<file path="config.mk">
export PLATFORM = sky130hd
export DESIGN_NAME = mem_access_stage
export DESIGN_NICKNAME = d
export VERILOG_FILES = /design/src/rtl/mem_access_stage.sv
export SDC_FILE = /design/constraint.sdc
export NUM_CORES = 1
export LEC_CHECK = 0
export ABC_AREA = 1
export CAP_MARGIN = 40
export CORE_AREA = 5 5 256 258
export CTS_CLUSTER_SIZE = 28
export DETAILED_ROUTE_END_ITERATION = 10
export DIE_AREA = 0 0 261 263
export PLACE_DENSITY = 0.6
export SLEW_MARGIN = 20
export SYNTH_ARGS = -nofsm -noshare
export SYNTH_HDL_FRONTEND = slang
export SYNTH_SLANG_ARGS = --single-unit
</file>
<file path="constraint.sdc">
create_clock -name clk -period 1.4 [get_ports clk]
set_input_delay 0.21 -clock clk [delete_from_list [all_inputs] [get_ports clk]]
set_output_delay 0.21 -clock clk [all_outputs]
set_load 0.1 [all_outputs]
</file>
<file path="src/rtl/mem_access_stage.sv">
// Memory-access stage plus MEM/WB pipeline register for the 64-bit RISC-V core.
// Doubleword loads and stores run against a multi-cycle data memory over a
// req/ack handshake. The upstream pipeline is held while an access is in
// flight, and a watchdog aborts an access whose ack never arrives.
module mem_access_stage #(
  parameter int TIMEOUT = 64
) (
  input  logic        clk,
  input  logic        reset,
  input  logic [63:0] exmem_alu_result,
  input  logic [63:0] exmem_store_data,
  input  logic [63:0] exmem_branch_target,
  input  logic [4:0]  exmem_rd,
  input  logic        exmem_branch,
  input  logic        exmem_zero,
  input  logic        exmem_memread,
  input  logic        exmem_memwrite,
  input  logic        exmem_memtoreg,
  input  logic        exmem_regwrite,
  output logic        dmem_req,
  output logic        dmem_we,
  output logic [63:0] dmem_addr,
  output logic [63:0] dmem_wdata,
  input  logic [63:0] dmem_rdata,
  input  logic        dmem_ack,
  output logic        stall,
  output logic        pcsrc,
  output logic [63:0] branch_pc,
  output logic [4:0]  memwb_rd,
  output logic        memwb_regwrite,
  output logic        memwb_memtoreg,
  output logic [63:0] memwb_read_data,
  output logic [63:0] memwb_alu_result,
  output logic [63:0] wb_data,
  output logic        misalign_err,
  output logic        bus_err
);

  localparam int CW = (TIMEOUT > 1) ? $clog2(TIMEOUT) : 1;
  localparam logic [CW-1:0] CNT_MAX = CW'(TIMEOUT - 1);

  localparam logic [1:0] ST_IDLE = 2'd0;
  localparam logic [1:0] ST_BUSY = 2'd1;
  localparam logic [1:0] ST_DONE = 2'd2;

  logic [1:0]    state_q, state_d;
  logic [CW-1:0] cnt_q, cnt_d;
  logic          req_q, req_d;
  logic          we_q, we_d;
  logic [63:0]   addr_q, addr_d;
  logic [63:0]   wdata_q, wdata_d;
  logic [63:0]   cap_q, cap_d;       // read data captured on ack
  logic          tmo_q, tmo_d;       // access ended by watchdog
  logic          mis_q, mis_d;
  logic          berr_q, berr_d;
  logic [4:0]    wb_rd_q, wb_rd_d;
  logic          wb_rw_q, wb_rw_d;
  logic          wb_m2r_q, wb_m2r_d;
  logic [63:0]   wb_rdata_q, wb_rdata_d;
  logic [63:0]   wb_alu_q, wb_alu_d;

  logic memop_s;
  logic aligned_s;

  assign memop_s   = exmem_memread | exmem_memwrite;
  assign aligned_s = (exmem_alu_result[2:0] == 3'b000);

  // Next-state logic for the access FSM and the MEM/WB register contents.
  always_comb begin
    state_d    = state_q;
    cnt_d      = cnt_q;
    req_d      = req_q;
    we_d       = we_q;
    addr_d     = addr_q;
    wdata_d    = wdata_q;
    cap_d      = cap_q;
    tmo_d      = tmo_q;
    mis_d      = 1'b0;
    berr_d     = 1'b0;
    // Bubble unless a branch below loads a real instruction.
    wb_rd_d    = 5'd0;
    wb_rw_d    = 1'b0;
    wb_m2r_d   = 1'b0;
    wb_rdata_d = 64'd0;
    wb_alu_d   = 64'd0;

    case (state_q)
      ST_IDLE: begin
        if (memop_s) begin
          if (aligned_s) begin
            state_d = ST_BUSY;
            req_d   = 1'b1;
            we_d    = exmem_memwrite;
            addr_d  = exmem_alu_result;
            wdata_d = exmem_store_data;
            cnt_d   = {CW{1'b0}};
            cap_d   = 64'd0;
            tmo_d   = 1'b0;
          end else begin
            // Misaligned: no bus access, instruction retires without a write.
            mis_d    = 1'b1;
            wb_rd_d  = exmem_rd;
            wb_m2r_d = exmem_memtoreg;
            wb_alu_d = exmem_alu_result;
          end
        end else begin
          wb_rd_d  = exmem_rd;
          wb_rw_d  = exmem_regwrite;
          wb_m2r_d = exmem_memtoreg;
          wb_alu_d = exmem_alu_result;
        end
      end
      ST_BUSY: begin
        if (dmem_ack && req_q) begin
          // Ack takes priority over a watchdog expiry in the same cycle.
          cap_d   = we_q ? 64'd0 : dmem_rdata;
          req_d   = 1'b0;
          state_d = ST_DONE;
        end else if (cnt_q == CNT_MAX) begin
          cap_d   = 64'd0;
          req_d   = 1'b0;
          berr_d  = 1'b1;
          tmo_d   = 1'b1;
          state_d = ST_DONE;
        end else begin
          cnt_d = cnt_q + {{(CW-1){1'b0}}, 1'b1};
        end
      end
      ST_DONE: begin
        // EX/MEM is still frozen on the memory instruction here.
        wb_rd_d    = exmem_rd;
        wb_rw_d    = exmem_regwrite & ~tmo_q;
        wb_m2r_d   = exmem_memtoreg;
        wb_alu_d   = exmem_alu_result;
        wb_rdata_d = cap_q;
        cnt_d      = {CW{1'b0}};
        state_d    = ST_IDLE;
      end
      default: begin
        state_d = ST_IDLE;
        req_d   = 1'b0;
        cnt_d   = {CW{1'b0}};
      end
    endcase
  end

  // State, bus-side latches, error pulses and MEM/WB register.
  always_ff @(posedge clk or negedge reset) begin
    if (!reset) begin
      state_q    <= ST_IDLE;
      cnt_q      <= {CW{1'b0}};
      req_q      <= 1'b0;
      we_q       <= 1'b0;
      addr_q     <= 64'd0;
      wdata_q    <= 64'd0;
      cap_q      <= 64'd0;
      tmo_q      <= 1'b0;
      mis_q      <= 1'b0;
      berr_q     <= 1'b0;
      wb_rd_q    <= 5'd0;
      wb_rw_q    <= 1'b0;
      wb_m2r_q   <= 1'b0;
      wb_rdata_q <= 64'd0;
      wb_alu_q   <= 64'd0;
    end else begin
      state_q    <= state_d;
      cnt_q      <= cnt_d;
      req_q      <= req_d;
      we_q       <= we_d;
      addr_q     <= addr_d;
      wdata_q    <= wdata_d;
      cap_q      <= cap_d;
      tmo_q      <= tmo_d;
      mis_q      <= mis_d;
      berr_q     <= berr_d;
      wb_rd_q    <= wb_rd_d;
      wb_rw_q    <= wb_rw_d;
      wb_m2r_q   <= wb_m2r_d;
      wb_rdata_q <= wb_rdata_d;
      wb_alu_q   <= wb_alu_d;
    end
  end

  assign dmem_req         = req_q;
  assign dmem_we          = we_q;
  assign dmem_addr        = addr_q;
  assign dmem_wdata       = wdata_q;
  assign misalign_err     = mis_q;
  assign bus_err          = berr_q;
  assign memwb_rd         = wb_rd_q;
  assign memwb_regwrite   = wb_rw_q;
  assign memwb_memtoreg   = wb_m2r_q;
  assign memwb_read_data  = wb_rdata_q;
  assign memwb_alu_result = wb_alu_q;
  assign wb_data          = wb_m2r_q ? wb_rdata_q : wb_alu_q;

  assign stall     = ((state_q == ST_IDLE) & memop_s & aligned_s) | (state_q == ST_BUSY);
  assign pcsrc     = exmem_branch & exmem_zero & ~stall;
  assign branch_pc = exmem_branch_target;

endmodule

</file>
==> key figures, run 1 <==
Setup path
  – Startpoint types: register
  – CP cell instances: buf_12 > buf_16 > mux2_4 > buf_12
  – Crit path max fanout: 8
  – WP data required: 1.19 ns
  – Most numerous cell on the critical path: buf_12
  – Kind of critical path: reg2out
  – Worst Path Buf+Inv: 3
  – Crit end category: output port
  – Top Family by Delay on Critical Path: flip-flops
  – Largest stage delay on the critical path: 0.50 ns
  – Critical Path AT: 1.91 ns
  – CP max stage cell: dfrtp_4

Clock network
  – Clock Latency Late Sink: 0.55 ns
  – CTS Buf Count: 40
  – CTS tree: yes
  – Root Buffer: clkbuf_16
  – Clock Path Buffers: 3
  – Reg clk slew, reported paths: 0.06 ns
  – # clock sinks: 340
  – # H-tree levels: 2

Floorplanning
  – Die area: 68600 µm²
  – Top Ports: 667
  – Std-Cell Core Area: 62700 µm²
  – Die width: 261 µm
  – Initial core utilization: 0.215
  – Die Ht: 263 µm
  – Row cnt: 92

Route
  – Via/cell ratio: 4.16
  – Routed len/inst: 21.2 µm
  – Iter 0 DRT Violations: 597
  – DR DRC count: 0
  – Final ANT Viol Nets: 0
  – Vias: 12.1k
  – Routed wire length: 61800 µm
  – 1st-pass router iterations: 4

Timing
  – RSZ-0062 raised after global routing: yes
  – Setup Skew: 0.0189 ns
  – Hold slack: 0.191 ns
  – Slew headroom: 0.656
  – F_max: 472 MHz
  – Setup WS post-layout: -0.718 ns
  – Final min period: 2.12 ns
  – Setup_tns: -95.50 ns
  – Slew at the pin closest to its max-slew limit: 0.516 ns
  – Final Cycle Share: 1.51
  – Hold Vio Cnt, Final: 0
  – Pins Over Slew Limit: 0
  – Final setup viols: 348

Power
  – Total power: 73.8 mW
  – Leakage: 13.4 nW
  – Cell Pwr Density: 2590 nW/µm²
  – VDD IR max: 2100 µV

Final layout
  – Util after Layout: 0.454
  – Commonest non-fill, non-tap cell in the layout: buf_12
  – Layout Nets: 2303
  – Fillers: 5518
  – Fin area: 28500 µm²
  – Commonest non-fill, non-tap cells in the layout: buf_12, dfrtp_1, clkdlybuf4s50_1
  – Synth-to-layout area growth: 111%
  – Share of cells above drive strength 1: 0.491

Place
  – GPL Wtd Cong: 0.830
  – IO Port Bufs: 538
  – Post-DP Area: 23600 µm²
  – Final HPWL DP: 41400 µm

Yosys
  – Synthesized net count: 1666
  – Yosys top cell by area: dfrtp_1
  – Netlist cell types: 26
  – Mean Syn Cell Area: 9.66 µm²
  – Post-Syn Instances: 1395
  – Mapped Area: 13500 µm²
  – Synth top area share: 0.631
  – Yosys reg bits: 340
  – Synth area leaders: dfrtp_1, nand2_1, mux2_2
  – Seq/Total Area, Yosys: 0.631
  – Synth warn: 0

Outcome
  – Violated checks: setup timing
  – Run status: finished with violations

Global route
  – Largest net degree at the start of global routing: 48
  – First-pass GRT wire length: 83900 µm
  – Gr ovfl total: 0
  – Initial antenna violation count: 7
  – Gr usage total: 0.161
  – Number of global-route vias before repair: 13.0k

Worst hold path
  – Hold Crit Class: in2reg

Job
  – Max Cap Violations: 0
-- report_power, final --
part	total (mW)	internal, mW	switching [mW]
Clock	10.4	6.18	4.22
Combinational	46.6	17.4	29.2
Sequential	16.7	12.7	3.99
Total	73.8	36.3	37.5
-- state kept, by name (all words and copies together), names as in the netlist, 2 cells and up --
| signal | cells |
|---|---|
| cnt_q | 6 |
| cap_q | 64 |
| memwb_alu_result | 64 |
| dmem_wdata | 64 |
| memwb_read_data | 64 |
| state_q | 2 |
| dmem_addr | 64 |
| memwb_rd | 5 |
-- timing repair --
action                     in CTS  in global routing
gates resized for setup       184                451
hold buffers                    1                  0
hold endpoints to repair      151                  0
pin swaps                      50                 93
buffers inserted               51                 24
setup endpoints to repair     333                465
gates cloned                   28                 26
-- logic make-up after synthesis --
family,count (synthesis),synth area share
simple gates,646,0.186
flops,340,0.631
buf+inv,274,0.103
compound gates,70,0.0260
mux,64,0.0535
fa+ha+maj,1,0.000928
-- stage by stage --
step	setup slack [ns]	std cells
5_1_grt	-0.758	2907
4_1_cts	-0.752	2880
3_5_place_dp	-0.422	2742
3_3_place_gp	-0.377	2742
6_report	-0.718	2911
2_1_floorplan	-0.256	1395
-- routing by layer --
layer,GRT usage,routed length (µm),vias to the layer above
li1,-,-,5457
met1,0.178,22800,6022
met2,0.286,31600,501
met3,0.0548,5150,124
met4,0.0587,2200,2
met5,0,13,-
-- worst reg2reg max path, cell delays in order, from the launching register on --
cell	delay, ns
dfrtp_1	0.41
nor2_2	0.15
nand4_1	0.19
buf_6	0.21
buf_6	0.12
buf_8	0.14
buf_12	0.15
clkbuf_16	0.21
nand2_2	0.06
o21ai_1	0.07
-- Yosys cell counts --
cell type and count:
nand2_8 1, and2_1 1, a21oi_1 1, nor2_4 3, nand3_1 10, o21ai_1 6, o21ai_0 63, nand2_2 1
mux2_2 64, buf_4 71, dfrtp_1 340, nand2_4 1, nand4_1 1, inv_2 2, nand3b_1 1, nor2_2 1
buf_2 28, clkbuf_1 12, ha_1 1, nand3_2 1, nand2_1 477, nor2_1 147, or2_2 1, buf_1 7
inv_1 147, buf_6 7
-- worst paths after layout --
| path | end | from | cells past startpoint | slack (ns) |
|---|---|---|---|---|
| worst min register to register | cap_q[45] | cap_q[45] | 2 | 0.48 |
| min in group asynchronous | memwb_read_data[41] | reset | 2 | 0.21 |
| worst max-delay path | wb_data[36] | memwb_memtoreg | 4 | -0.72 |
| worst max register to register | dmem_addr[41] | state_q[1] | 9 | -0.42 |
| max in group asynchronous | memwb_alu_result[1] | reset | 3 | 0.53 |
| worst min-delay path | memwb_rd[4] | exmem_rd[4] | 3 | 0.19 |
-- final cells by class --
cell class              count  area [µm²]  area share
repair buffers            719       11700       0.409
clock inverters            14         139     0.00487
well taps                 846        1060      0.0371
clock buffers              57        1170      0.0409
flip-flops and latches    340        8540       0.300
inverters                 149         591      0.0207
diodes                      4        10.0    0.000351
multi-input cells         782        5330       0.187
Note: power is estimated with default switching activity, not from simulation.
==> inputs of run 2 (changes only) <==
--- a/config.mk
+++ b/config.mk
@@ -11,6 +11,7 @@
 export CTS_CLUSTER_SIZE = 28
 export DETAILED_ROUTE_END_ITERATION = 10
 export DIE_AREA = 0 0 261 263
+export GPL_TIMING_DRIVEN = 0
 export PLACE_DENSITY = 0.6
 export SLEW_MARGIN = 20
 export SYNTH_ARGS = -nofsm -noshare
==> run 2 against run 1 <==
Against the previous run: global-route usage is 5.7 points higher; register-to-register slack worse by 0.14 ns; first-iteration DRC count is 30% higher; the flow finishes with violations (hold timing, setup timing); clock skew is 0.0062 ns higher; critical path depth is 1 higher; utilization is 10 points higher; design area is 23% higher; clock power hardly changed; sequential power is 5% lower.
==> key figures, run 2 (synthesis results as in run 1) <==
Outcome
  – Run status: finished with violations
  – Violated checks: hold timing, setup timing

Power
  – VDD IR max: 2670 µV
  – Sw Share: 0.490
  – Clk network pwr share: 0.120
  – Pint: 44.7 mW
  – Cell Pwr Density: 2510 nW/µm²
  – Comb power frac: 0.699
  – Sequential Power Share: 0.180
  – Leakage: 16.8 nW
  – Switching pwr: 42.9 mW

Final layout
  – Commonest non-fill, non-tap cells in the layout: dfrtp_1, clkdlybuf4s50_1, buf_12
  – Util after Layout: 0.557
  – Commonest non-fill, non-tap cell in the layout: dfrtp_1
  – Synth-to-layout area growth: 159%
  – Share of cells above drive strength 1: 0.589
  – Layout Nets: 2824
  – Final Non-Filler Cells: 3428

Route
  – Iter 0 DRT Violations: 776
  – DR DRC count: 0
  – Routed wire length: 85000 µm
  – Routed len/inst: 24.8 µm
  – Final ANT Viol Nets: 0
  – Via/cell ratio: 4.38
  – Vias: 15.0k
  – 1st-pass router iterations: 5

Clock network
  – # H-tree levels: 2
  – # clock sinks: 340
  – CTS tree: yes
  – Clock Latency Late Sink: 0.56 ns
  – Root Buffer: clkbuf_16
  – Reg clk slew, reported paths: 0.06 ns
  – Clock Path Buffers: 3
  – CTS Buf Count: 38

Timing
  – Hold slack: -0.392 ns
  – Final Cycle Share: 1.63
  – Pins Over Slew Limit: 0
  – Final setup viols: 626
  – Setup Skew: 0.0251 ns
  – RSZ-0062 raised after global routing: yes
  – F_max: 438 MHz
  – Slew headroom: 0.628
  – Setup WS post-layout: -0.881 ns
  – Setup_tns: -190.06 ns
  – Final min period: 2.28 ns
  – Slew at the pin closest to its max-slew limit: 0.558 ns
  – Hold Vio Cnt, Final: 66

Place
  – GPL Wtd Cong: 0.859
  – Placed Instances: 3243
  – Dpl ws: -1.49 ns
  – Final HPWL DP: 54500 µm
  – IO Port Bufs: 602

Floorplanning
  – Die width: 261 µm
  – Top Ports: 667
  – Die area: 68600 µm²
  – Die Ht: 263 µm
  – Std-Cell Core Area: 62700 µm²
  – Row cnt: 92
  – Initial core utilization: 0.215

Setup path
  – WP data required: 1.19 ns
  – CP max stage cell: dfrtp_4
  – Critical Path AT: 2.07 ns
  – Top Family by Delay on Critical Path: buffers and inverters
  – Startpoint types: register
  – Crit end category: output port
  – CP cell instances: clkbuf_16 > buf_12 > clkbuf_16 > mux2_4 > buf_12
  – Reg2Reg Depth: 12
  – Worst r2r src: state_q[0]
  – Largest stage delay on the critical path: 0.52 ns
  – R2r setup slk: -0.56 ns
  – Kind of critical path: reg2out
  – FF-to-FF End: cap_q[5]
  – Crit path max fanout: 5
  – Worst Path Buf+Inv: 4

Global route
  – First-pass GRT wire length: 112000 µm
  – Largest net degree at the start of global routing: 101
  – Gr ovfl total: 0
  – Number of global-route vias before repair: 16.9k
  – Gr usage total: 0.218
  – Initial antenna violation count: 9

Job
  – Max Cap Violations: 0

Worst hold path
  – Hold Crit Class: in2async
## run 2: timing repair
item / CTS / global route
cloned: 28 / 19
resized for setup: 1594 / 615
endpoints found under the setup margin: 662 / 664
endpoints found under the hold margin: 66 / 66
buffers inserted: 120 / 57
pin swaps: 67 / 96
## run 2: final cells by class
cell class                 count  area [µm²]
antenna                        3        7.51
buffer                       117        1330
clock buffer                  50        1080
clock inverter                16         211
fill                        4479       27800
inverter                     149         571
multi-input combinational    784        5740
sequential                   340        8540
tap                          846        1060
timing repair buffer        1123       16400
## run 2: worst max-delay path by stage
stage / startpoint / cells past startpoint / endpoint
floorplan: state_q[1] / 5 / pcsrc
global placement: reset / 1 / memwb_memtoreg
detailed placement: exmem_alu_result[2] / 7 / memwb_memtoreg
CTS: memwb_memtoreg / 5 / wb_data[62]
global route: memwb_memtoreg / 5 / wb_data[49]
finish: memwb_memtoreg / 5 / wb_data[49]
## run 2: worst register-to-register path, delay by kind of cell, from the launching register on
| family | cells | cell delay, ns |
|---|---|---|
| simple gates | 6 | 0.58 |
| buf+inv | 6 | 0.82 |
| flops | 1 | 0.44 |
## run 2: layer usage
metal	vias up	track usage	routed length [µm]
met5	-	0	48
met2	820	0.401	43700
met4	6	0.105	5510
met1	7440	0.224	29500
li1	6490	-	-
met3	267	0.0647	6250
## run 2: power groups by stage
stage / logic (mW) / registers (mW) / clock network [mW]
5_1_grt: 62.8 / 16.1 / 11.1
6_report: 61.3 / 15.8 / 10.5
3_5_place_dp: 51.6 / 14.8 / 0
2_1_floorplan: 9.40 / 31.9 / 0
3_3_place_gp: 36.3 / 14.7 / 0
4_1_cts: 56.7 / 15.0 / 10.6
## run 2: stage by stage
stage	cell area (µm²)	power [mW]
after global routing	34900	90.0
final	34900	87.6
after global placement	20900	51.0
after detailed placement	28800	66.4
after floorplan	13800	41.3
after CTS	32700	82.3
